`config.mk`:
```
export PLATFORM = sky130hd
export DESIGN_NAME = vga_sink_monitor
export DESIGN_NICKNAME = d
export VERILOG_FILES = /design/src/rtl/vga_sink_monitor.sv
export SDC_FILE = /design/constraint.sdc
export NUM_CORES = 1
export LEC_CHECK = 0
export ABC_AREA = 1
export CORE_AREA = 2 2 175 108
export DETAILED_ROUTE_END_ITERATION = 16
export DIE_AREA = 0 0 177 110
export HOLD_SLACK_MARGIN = 0.03
export PLACE_DENSITY = 0.84
export REMOVE_ABC_BUFFERS = 1
export SLEW_MARGIN = 20
export SYNTH_ARGS = -nofsm -noshare
export SYNTH_HDL_FRONTEND = slang
export SYNTH_SLANG_ARGS = --single-unit
```
`constraint.sdc`:
```
create_clock -name VGA_CLK -period 3.8 [get_ports VGA_CLK]
set_input_delay 0.76 -clock VGA_CLK [delete_from_list [all_inputs] [get_ports VGA_CLK]]
set_output_delay 0.76 -clock VGA_CLK [all_outputs]
set_load 0.02 [all_outputs]
```
`src/rtl/vga_sink_monitor.sv`:
```
// VGA sink monitor: rebuilds pixel coordinates from HS/VS, checks timing, locks, checksums frames and captures a probe pixel.
// Optional blanking check (non-zero RGB outside the active area is an error) enabled by defining VGA_SINK_BLANK_CHECK_EN.
module vga_sink_monitor #(
    parameter int H_TOTAL     = 800,
    parameter int H_SYNC      = 96,
    parameter int H_ACT_START = 144,
    parameter int H_ACTIVE    = 640,
    parameter int V_TOTAL     = 525,
    parameter int V_SYNC      = 2,
    parameter int V_ACT_START = 35,
    parameter int V_ACTIVE    = 480,
    parameter int LOCK_FRAMES = 2
) (
    input  logic        VGA_CLK,
    input  logic        reset_n,
    input  logic        VGA_HS,
    input  logic        VGA_VS,
    input  logic [7:0]  VGA_R,
    input  logic [7:0]  VGA_G,
    input  logic [7:0]  VGA_B,
    input  logic [9:0]  probe_x,
    input  logic [9:0]  probe_y,
    output logic        locked,
    output logic [9:0]  pix_x,
    output logic [9:0]  pix_y,
    output logic        pix_active,
    output logic        frame_valid,
    output logic [31:0] frame_sum,
    output logic [7:0]  probe_r,
    output logic [7:0]  probe_g,
    output logic [7:0]  probe_b,
    output logic [7:0]  err_count
);

    localparam logic [9:0] L_CNT_MAX  = 10'd1023;
    localparam logic [9:0] L_H_LAST   = 10'(H_TOTAL - 1);
    localparam logic [9:0] L_HSW_LAST = 10'(H_SYNC - 1);
    localparam logic [9:0] L_HAS      = 10'(H_ACT_START);
    localparam logic [9:0] L_HAE      = 10'(H_ACT_START + H_ACTIVE);
    localparam logic [9:0] L_V_LAST   = 10'(V_TOTAL - 1);
    localparam logic [9:0] L_VSW      = 10'(V_SYNC);
    localparam logic [9:0] L_VAS      = 10'(V_ACT_START);
    localparam logic [9:0] L_VAE      = 10'(V_ACT_START + V_ACTIVE);
    localparam logic [7:0] L_LOCK     = 8'(LOCK_FRAMES);

    typedef enum logic [1:0] {ST_SEARCH, ST_SYNC_WAIT, ST_LOCKED} state_t;

    state_t      r_state, w_state_nxt;
    logic [7:0]  r_good, w_good_nxt;
    logic        r_hs_d, r_vs_d, r_vs_pend, r_dirty;
    logic [9:0]  r_h_cnt, r_v_cnt, w_h_cnt, w_v_cnt;
    logic        w_hs_fall, w_hs_rise, w_vs_fall, w_vs_rise, w_v_zero;
    logic        w_h_act, w_v_act, w_err, w_err_hit, w_frame_ok, w_probe_hit;
    logic [9:0]  w_rgb_sum;
    logic [31:0] r_acc;
    logic [7:0]  r_sh_r, r_sh_g, r_sh_b;

    // Counters are formed combinationally so the sample that shows the sync fall is already coordinate 0.
    // NOTE: every always_comb output gets a default first so no path can leave it unassigned (no latch).
    always_comb begin
        w_hs_fall = r_hs_d & ~VGA_HS;
        w_hs_rise = ~r_hs_d & VGA_HS;
        w_vs_fall = r_vs_d & ~VGA_VS;
        w_vs_rise = ~r_vs_d & VGA_VS;
        w_v_zero  = w_hs_fall & (w_vs_fall | r_vs_pend);

        w_h_cnt = r_h_cnt;
        if (w_hs_fall)                w_h_cnt = '0;
        else if (r_h_cnt != L_CNT_MAX) w_h_cnt = r_h_cnt + 10'd1;

        w_v_cnt = r_v_cnt;
        if (w_v_zero)                                w_v_cnt = '0;
        else if (w_hs_fall && r_v_cnt != L_CNT_MAX) w_v_cnt = r_v_cnt + 10'd1;

        w_h_act    = (w_h_cnt >= L_HAS) && (w_h_cnt < L_HAE);
        w_v_act    = (w_v_cnt >= L_VAS) && (w_v_cnt < L_VAE);
        pix_active = w_h_act & w_v_act;
        pix_x      = pix_active ? (w_h_cnt - L_HAS) : '0;
        pix_y      = pix_active ? (w_v_cnt - L_VAS) : '0;
        w_rgb_sum  = {2'b00, VGA_R} + {2'b00, VGA_G} + {2'b00, VGA_B};
        w_probe_hit = pix_active && (pix_x == probe_x) && (pix_y == probe_y);

        w_err = (w_hs_fall && r_h_cnt != L_H_LAST)
              | (w_hs_rise && r_h_cnt != L_HSW_LAST)
              | (w_vs_rise && w_v_cnt != L_VSW)
              | (w_vs_fall && r_v_cnt != L_V_LAST);
`ifdef VGA_SINK_BLANK_CHECK_EN
        w_err = w_err | (~pix_active & (|{VGA_R, VGA_G, VGA_B}));
`endif
        w_err_hit  = w_err & (r_state != ST_SEARCH);
        w_frame_ok = w_vs_fall & (r_state != ST_SEARCH) & ~r_dirty & ~w_err_hit;
    end

    always_comb begin
        w_state_nxt = r_state;
        w_good_nxt  = r_good;
        case (r_state)
            ST_SEARCH: begin
                if (w_vs_fall) begin
                    w_state_nxt = ST_SYNC_WAIT;
                    w_good_nxt  = '0;
                end
            end
            ST_SYNC_WAIT: begin
                if (w_vs_fall) begin
                    if (!w_frame_ok) begin
                        w_good_nxt = '0;
                    end else begin
                        w_good_nxt = r_good + 8'd1;
                        if (r_good + 8'd1 >= L_LOCK) w_state_nxt = ST_LOCKED;
                    end
                end
            end
            ST_LOCKED: begin
                if (w_err_hit) w_state_nxt = ST_SEARCH;
            end
            default: w_state_nxt = ST_SEARCH;
        endcase
    end

    // NOTE: state is updated with non-blocking assignments so every register sees pre-edge values.
    always_ff @(posedge VGA_CLK) begin
        if (!reset_n) begin
            r_state     <= ST_SEARCH;
            r_good      <= '0;
            r_hs_d      <= 1'b0;
            r_vs_d      <= 1'b0;
            r_vs_pend   <= 1'b0;
            r_dirty     <= 1'b0;
            r_h_cnt     <= '0;
            r_v_cnt     <= '0;
            r_acc       <= '0;
            r_sh_r      <= '0;
            r_sh_g      <= '0;
            r_sh_b      <= '0;
            frame_valid <= 1'b0;
            frame_sum   <= '0;
            probe_r     <= '0;
            probe_g     <= '0;
            probe_b     <= '0;
            err_count   <= '0;
        end else begin
            r_state   <= w_state_nxt;
            r_good    <= w_good_nxt;
            r_hs_d    <= VGA_HS;
            r_vs_d    <= VGA_VS;
            r_h_cnt   <= w_h_cnt;
            r_v_cnt   <= w_v_cnt;
            // A VS fall between HS falls zeroes v_cnt at the next HS fall.
            if (w_hs_fall)      r_vs_pend <= 1'b0;
            else if (w_vs_fall) r_vs_pend <= 1'b1;
            if (w_vs_fall)      r_dirty <= 1'b0;
            else if (w_err_hit) r_dirty <= 1'b1;
            if (w_vs_fall)       r_acc <= '0;
            else if (pix_active) r_acc <= r_acc + {22'd0, w_rgb_sum};
            if (w_probe_hit) begin
                r_sh_r <= VGA_R;
                r_sh_g <= VGA_G;
                r_sh_b <= VGA_B;
            end
            frame_valid <= w_frame_ok;
            if (w_frame_ok) begin
                frame_sum <= r_acc;
                probe_r   <= r_sh_r;
                probe_g   <= r_sh_g;
                probe_b   <= r_sh_b;
            end
            if (w_err_hit && err_count != 8'hFF) err_count <= err_count + 8'd1;
        end
    end

    assign locked = (r_state == ST_LOCKED);

endmodule

```
==> run_summary.xml <==
<?xml version="1.0" encoding="UTF-8"?>
<metrics>
  <group name="clock_tree">
    <metric name="numClockSinks" unit="">155</metric>
    <metric name="clk_pin_slew" unit="ns">0.07</metric>
    <metric name="cts_tree" unit="">built</metric>
    <metric name="ctsLongestPathBuffers" unit="">2</metric>
    <metric name="tritoncts.num_buffers" unit="">17</metric>
    <metric name="cts_hold_buffers" unit="">0</metric>
    <metric name="clockRootBuffer" unit="">clkbuf_16</metric>
    <metric name="htree_num_levels" unit="">4</metric>
    <metric name="clk-insertion-delay-late" unit="ns">0.43</metric>
  </group>
  <group name="pwr">
    <metric name="netSwitchingPower" unit="mW">1.083</metric>
    <metric name="power_frac_seq" unit="">0.418</metric>
    <metric name="power.static_leakage" unit="nW">5.685</metric>
    <metric name="p_clk_frac" unit="">0.424</metric>
    <metric name="vdd.ir_drop.worst" unit="uV">342.7</metric>
    <metric name="power-per-cell-area" unit="mW/mm^2">322.1</metric>
    <metric name="sw_frac_of_total" unit="">0.2737</metric>
    <metric name="cellInternalPower" unit="mW">2.874</metric>
    <metric name="p_comb_frac" unit="">0.158</metric>
  </group>
  <group name="die">
    <metric name="die_height" unit="um">110</metric>
    <metric name="die-area" unit="sq mm">0.01947</metric>
    <metric name="initial_utilization" unit="">0.4954</metric>
    <metric name="num_io_pins" unit="">135</metric>
    <metric name="core" unit="sq mm">0.01783</metric>
    <metric name="num_rows" unit="">38</metric>
    <metric name="floorplan.die.width" unit="um">177</metric>
  </group>
  <group name="sta">
    <metric name="fin_skew" unit="ns">0.01104</metric>
    <metric name="max_freq" unit="MHz">270.0</metric>
    <metric name="finalCritPeriodShare" unit="">0.9746</metric>
    <metric name="grt_setup_unrepaired" unit="">yes</metric>
    <metric name="final.setup.worst_slack" unit="ns">0.09669</metric>
    <metric name="timing_hold_violations_final" unit="">0</metric>
    <metric name="timing.final.max_slew_violations" unit="">0</metric>
    <metric name="fin_crit" unit="ns">3.703</metric>
    <metric name="finalSetupViolCount" unit="">0</metric>
    <metric name="holdWs" unit="ns">0.4800</metric>
    <metric name="fin_setup_tns" unit="ns">0</metric>
    <metric name="slew_headroom" unit="">0.3880</metric>
    <metric name="max_slew.worst_pin.slew" unit="ns">0.9180</metric>
  </group>
  <group name="critical_path">
    <metric name="path_common_cell" unit="">fa_2</metric>
    <metric name="worstSetupEndpointType" unit="">register</metric>
    <metric name="regToRegEndpoint" unit="">r_acc[30]</metric>
    <metric name="crit_type" unit="">primary input to register</metric>
    <metric name="slowest_delay" unit="ns">0.54</metric>
    <metric name="path_max_fanout" unit="">5</metric>
    <metric name="crit_path_top_delay_cell" unit="">fa_2</metric>
    <metric name="startpoint_class_of_the_critical_path" unit="">primary input</metric>
    <metric name="critical-path-top-delay-family" unit="">adder cells</metric>
    <metric name="critical_path_buf_inv_count" unit="">5</metric>
    <metric name="arrival" unit="ns">3.99</metric>
    <metric name="timing.reg2reg.setup_slack" unit="ns">0.24</metric>
    <metric name="crit_path_cell_trace" unit="">clkdlybuf4s50_1, fa_2, fa_2, ha_2, inv_1, fa_2, inv_2, a31oi_1, buf_4, nor3_4, nand2_2, nor2_4, nand2_4, inv_2, nand3_1, nand2_1, a21oi_1</metric>
    <metric name="critical_path_required" unit="ns">4.08</metric>
    <metric name="timing.reg2reg.worst_path_depth" unit="">25</metric>
    <metric name="r2r-start" unit="">r_h_cnt[1]</metric>
  </group>
  <group name="routing">
    <metric name="post_drt_via_cell_ratio" unit="">5.217</metric>
    <metric name="drt-total-wl" unit="mm">26.52</metric>
    <metric name="route.detailed.wl_per_inst" unit="um">14.92</metric>
    <metric name="drc" unit="">0</metric>
    <metric name="routed_vias" unit="">9270</metric>
    <metric name="number_of_antenna_violating_nets_in_the_routed_design" unit="">0</metric>
    <metric name="first_drt_pass_iteration_count" unit="">5</metric>
    <metric name="drtIter0Drc" unit="">987</metric>
  </group>
  <group name="cells_and_area">
    <metric name="fillerInstances" unit="">1353</metric>
    <metric name="area_growth_syn_to_layout" unit="%">39.05</metric>
    <metric name="most-common-layout-cells" unit="">nand2_1, nor2_1, inv_1, buf_4, dfxtp_1</metric>
    <metric name="drive_above_1_share" unit="">0.2238</metric>
    <metric name="fin_nets" unit="">1609</metric>
    <metric name="diodes" unit="">0</metric>
  </group>
  <group name="synth">
    <metric name="synth-xor-area-share" unit="">0.02380</metric>
    <metric name="yosys.cell_types.count" unit="">51</metric>
    <metric name="synth_seq_area_share" unit="">0.3513</metric>
    <metric name="synth_simple_gate_area_share" unit="">0.3450</metric>
    <metric name="mean_cell_area_of_the_mapped_netlist" unit="sq um">6.961</metric>
    <metric name="dominant_combinational_cell_family_by_area_after_synthesis" unit="">simple AND/OR/NAND/NOR gates</metric>
    <metric name="synth_ff_type" unit="">dfxtp_1</metric>
    <metric name="synth.yosys.warnings" unit="">0</metric>
    <metric name="synth_async_sr_flop_share" unit="">0</metric>
    <metric name="ffs_latches_synth" unit="">155</metric>
    <metric name="synth_edf_count" unit="">0</metric>
    <metric name="combined_area_of_all_synthesized_cells" unit="sq mm">0.008833</metric>
    <metric name="synthMuxAreaShare" unit="">0</metric>
    <metric name="synthCells" unit="">1269</metric>
    <metric name="synth-compound-area-share" unit="">0.1123</metric>
    <metric name="post_synth_fa_ha_maj_area_fraction" unit="">0.06601</metric>
  </group>
  <group name="global_route">
    <metric name="antenna_found_initial" unit="">0</metric>
    <metric name="grtUsageMet2" unit="">0.4130</metric>
    <metric name="wire_length_of_the_first_global_routing_pass" unit="mm">41.20</metric>
    <metric name="grt_start_max_net_pins" unit="">98</metric>
    <metric name="grt-ovfl-total" unit="">0</metric>
    <metric name="vias_in_the_first_global_route" unit="">8425</metric>
    <metric name="met1_usage" unit="">0.3806</metric>
    <metric name="busiest_layer" unit="">met2</metric>
    <metric name="met3_global_route_usage" unit="">0.06344</metric>
    <metric name="globalRouteTotalUtil" unit="">0.2673</metric>
  </group>
  <group name="placement">
    <metric name="dp_worst_setup_slack" unit="ns">-0.7291</metric>
    <metric name="place.gp.congestion" unit="">0.9418</metric>
    <metric name="port_buffers" unit="">134</metric>
    <metric name="post_detail_place_hpwl" unit="mm">18.44</metric>
  </group>
  <group name="hold_path">
    <metric name="holdPathStages" unit="">2</metric>
    <metric name="worst_min_path_start" unit="">probe_r[1]</metric>
    <metric name="timing.hold.worst.class" unit="">register to register</metric>
    <metric name="hold-path-endpoint" unit="">probe_r[1]</metric>
  </group>
  <group name="flow_run">
    <metric name="drv_cap" unit="">0</metric>
  </group>
  <group name="run_status">
    <metric name="outcome" unit="">complete, no violations</metric>
  </group>
</metrics>
tightest hold or removal path, delay by kind of cell, from the launching register on:
kind | cells | cell delay, ns
and+or+nand+nor | 2 | 0.13
DFF | 1 | 0.32
layout make-up:
class | count | area, sq um | share of cell area
Clock buffer | 18 | 439.2 | 0.03575
Clock inverter | 14 | 137.6 | 0.01121
Inverter | 170 | 643.1 | 0.05236
Multi-Input combinational cell | 900 | 5144 | 0.4188
Sequential cell | 155 | 3128 | 0.2547
Tap cell | 240 | 300.3 | 0.02445
Timing Repair Buffer | 280 | 2491 | 0.2028
Yosys cell counts, types with 3 or more instances:
library cell,count,area [sq um]
nand2_2,21,131.4
nand3_4,3,52.55
nor2_4,8,90.09
nand3_2,10,100.1
a21oi_1,57,285.3
inv_2,9,33.78
nand4_1,22,137.6
o41ai_1,4,35.03
o21ai_0,92,460.4
a31oi_1,5,31.28
nor2_1,228,855.8
buf_4,3,22.52
nand3_1,87,435.4
nand2_1,225,844.6
fa_1,16,320.3
xnor2_1,7,61.31
inv_1,158,593.1
buf_6,9,101.4
nand2_4,8,90.09
dfxtp_1,155,3103
nor4_1,5,31.28
nand3b_1,6,45.04
clkbuf_1,25,93.84
nor2_2,6,37.54
ha_1,21,262.8
nor3_1,19,95.09
xor2_1,17,148.9
buf_1,5,18.77
o21ai_1,6,30.03
a21o_1,3,22.52
how the worst max path moves through the flow:
stage,startpoint,endpoint,depth (start not counted)
final,VGA_G[0],r_acc[29],17
after global routing,VGA_B[2],r_acc[30],17
after CTS,VGA_R[2],r_acc[28],16
after detailed placement,VGA_R[3],r_acc[28],18
after global placement,VGA_R[3],r_acc[28],18
after floorplan,VGA_VS,frame_sum[11],15
power by group through the flow:
stage	Clock [mW]	Combinational [mW]	Sequential [mW]
6_report	1.68	0.627	1.65
2_1_floorplan	0	0.261	1.70
3_3_place_gp	0	0.513	1.69
3_5_place_dp	0	0.525	1.69
5_1_grt	1.76	0.684	1.65
4_1_cts	1.69	0.567	1.65
layer usage:
layer | share of wire | up-vias
met3 | 0.093 | 32
met4 | 0.013 | 0
met2 | 0.43 | 408
li1 | - | 4587
met1 | 0.46 | 4243
met5 | 0 | -
metrics by stage:
step           instance area [sq um]    util  cells  power (mW)
4_1_cts                        11950  0.6704   1765       3.908
5_1_grt                        12280  0.6889   1777       4.100
2_1_floorplan                   8577       -   1225       1.960
3_3_place_gp                   11170  0.6265   1718       2.201
3_5_place_dp                   11170  0.6265   1718       2.214
6_report                       12280  0.6889   1777       3.956
cells by family (layout without fill, tap and decap cells):
family                     count (synthesis)  in the layout
xor gates and xnor gates                  24             24
DFF                                      155            155
adders and majority gates                 37             37
AOI/OAI and AO/OA                        181            181
buffers and inverters                    214            482
and+or+nand+nor                          658            658
registers in the layout, summed over array words and instances, names as in the netlist:
name and count:
frame_sum 32, r_acc 32, r_h_cnt 10, r_v_cnt 10, err_count 8, probe_b 8, probe_g 8, probe_r 8
r_good 8, r_sh_b 8, r_sh_g 8, r_sh_r 8, r_state 2, frame_valid 1, r_dirty 1, r_hs_d 1
r_vs_d 1, r_vs_pend 1
what timing repair did:
| item | in CTS | in global routing |
|---|---|---|
| buffers inserted | 15 | 12 |
| pin swaps | 25 | 46 |
| gates resized for setup | 125 | 91 |
| setup endpoints to repair | 32 | 58 |
No activity file was read; power rests on OpenSTA's default activity.
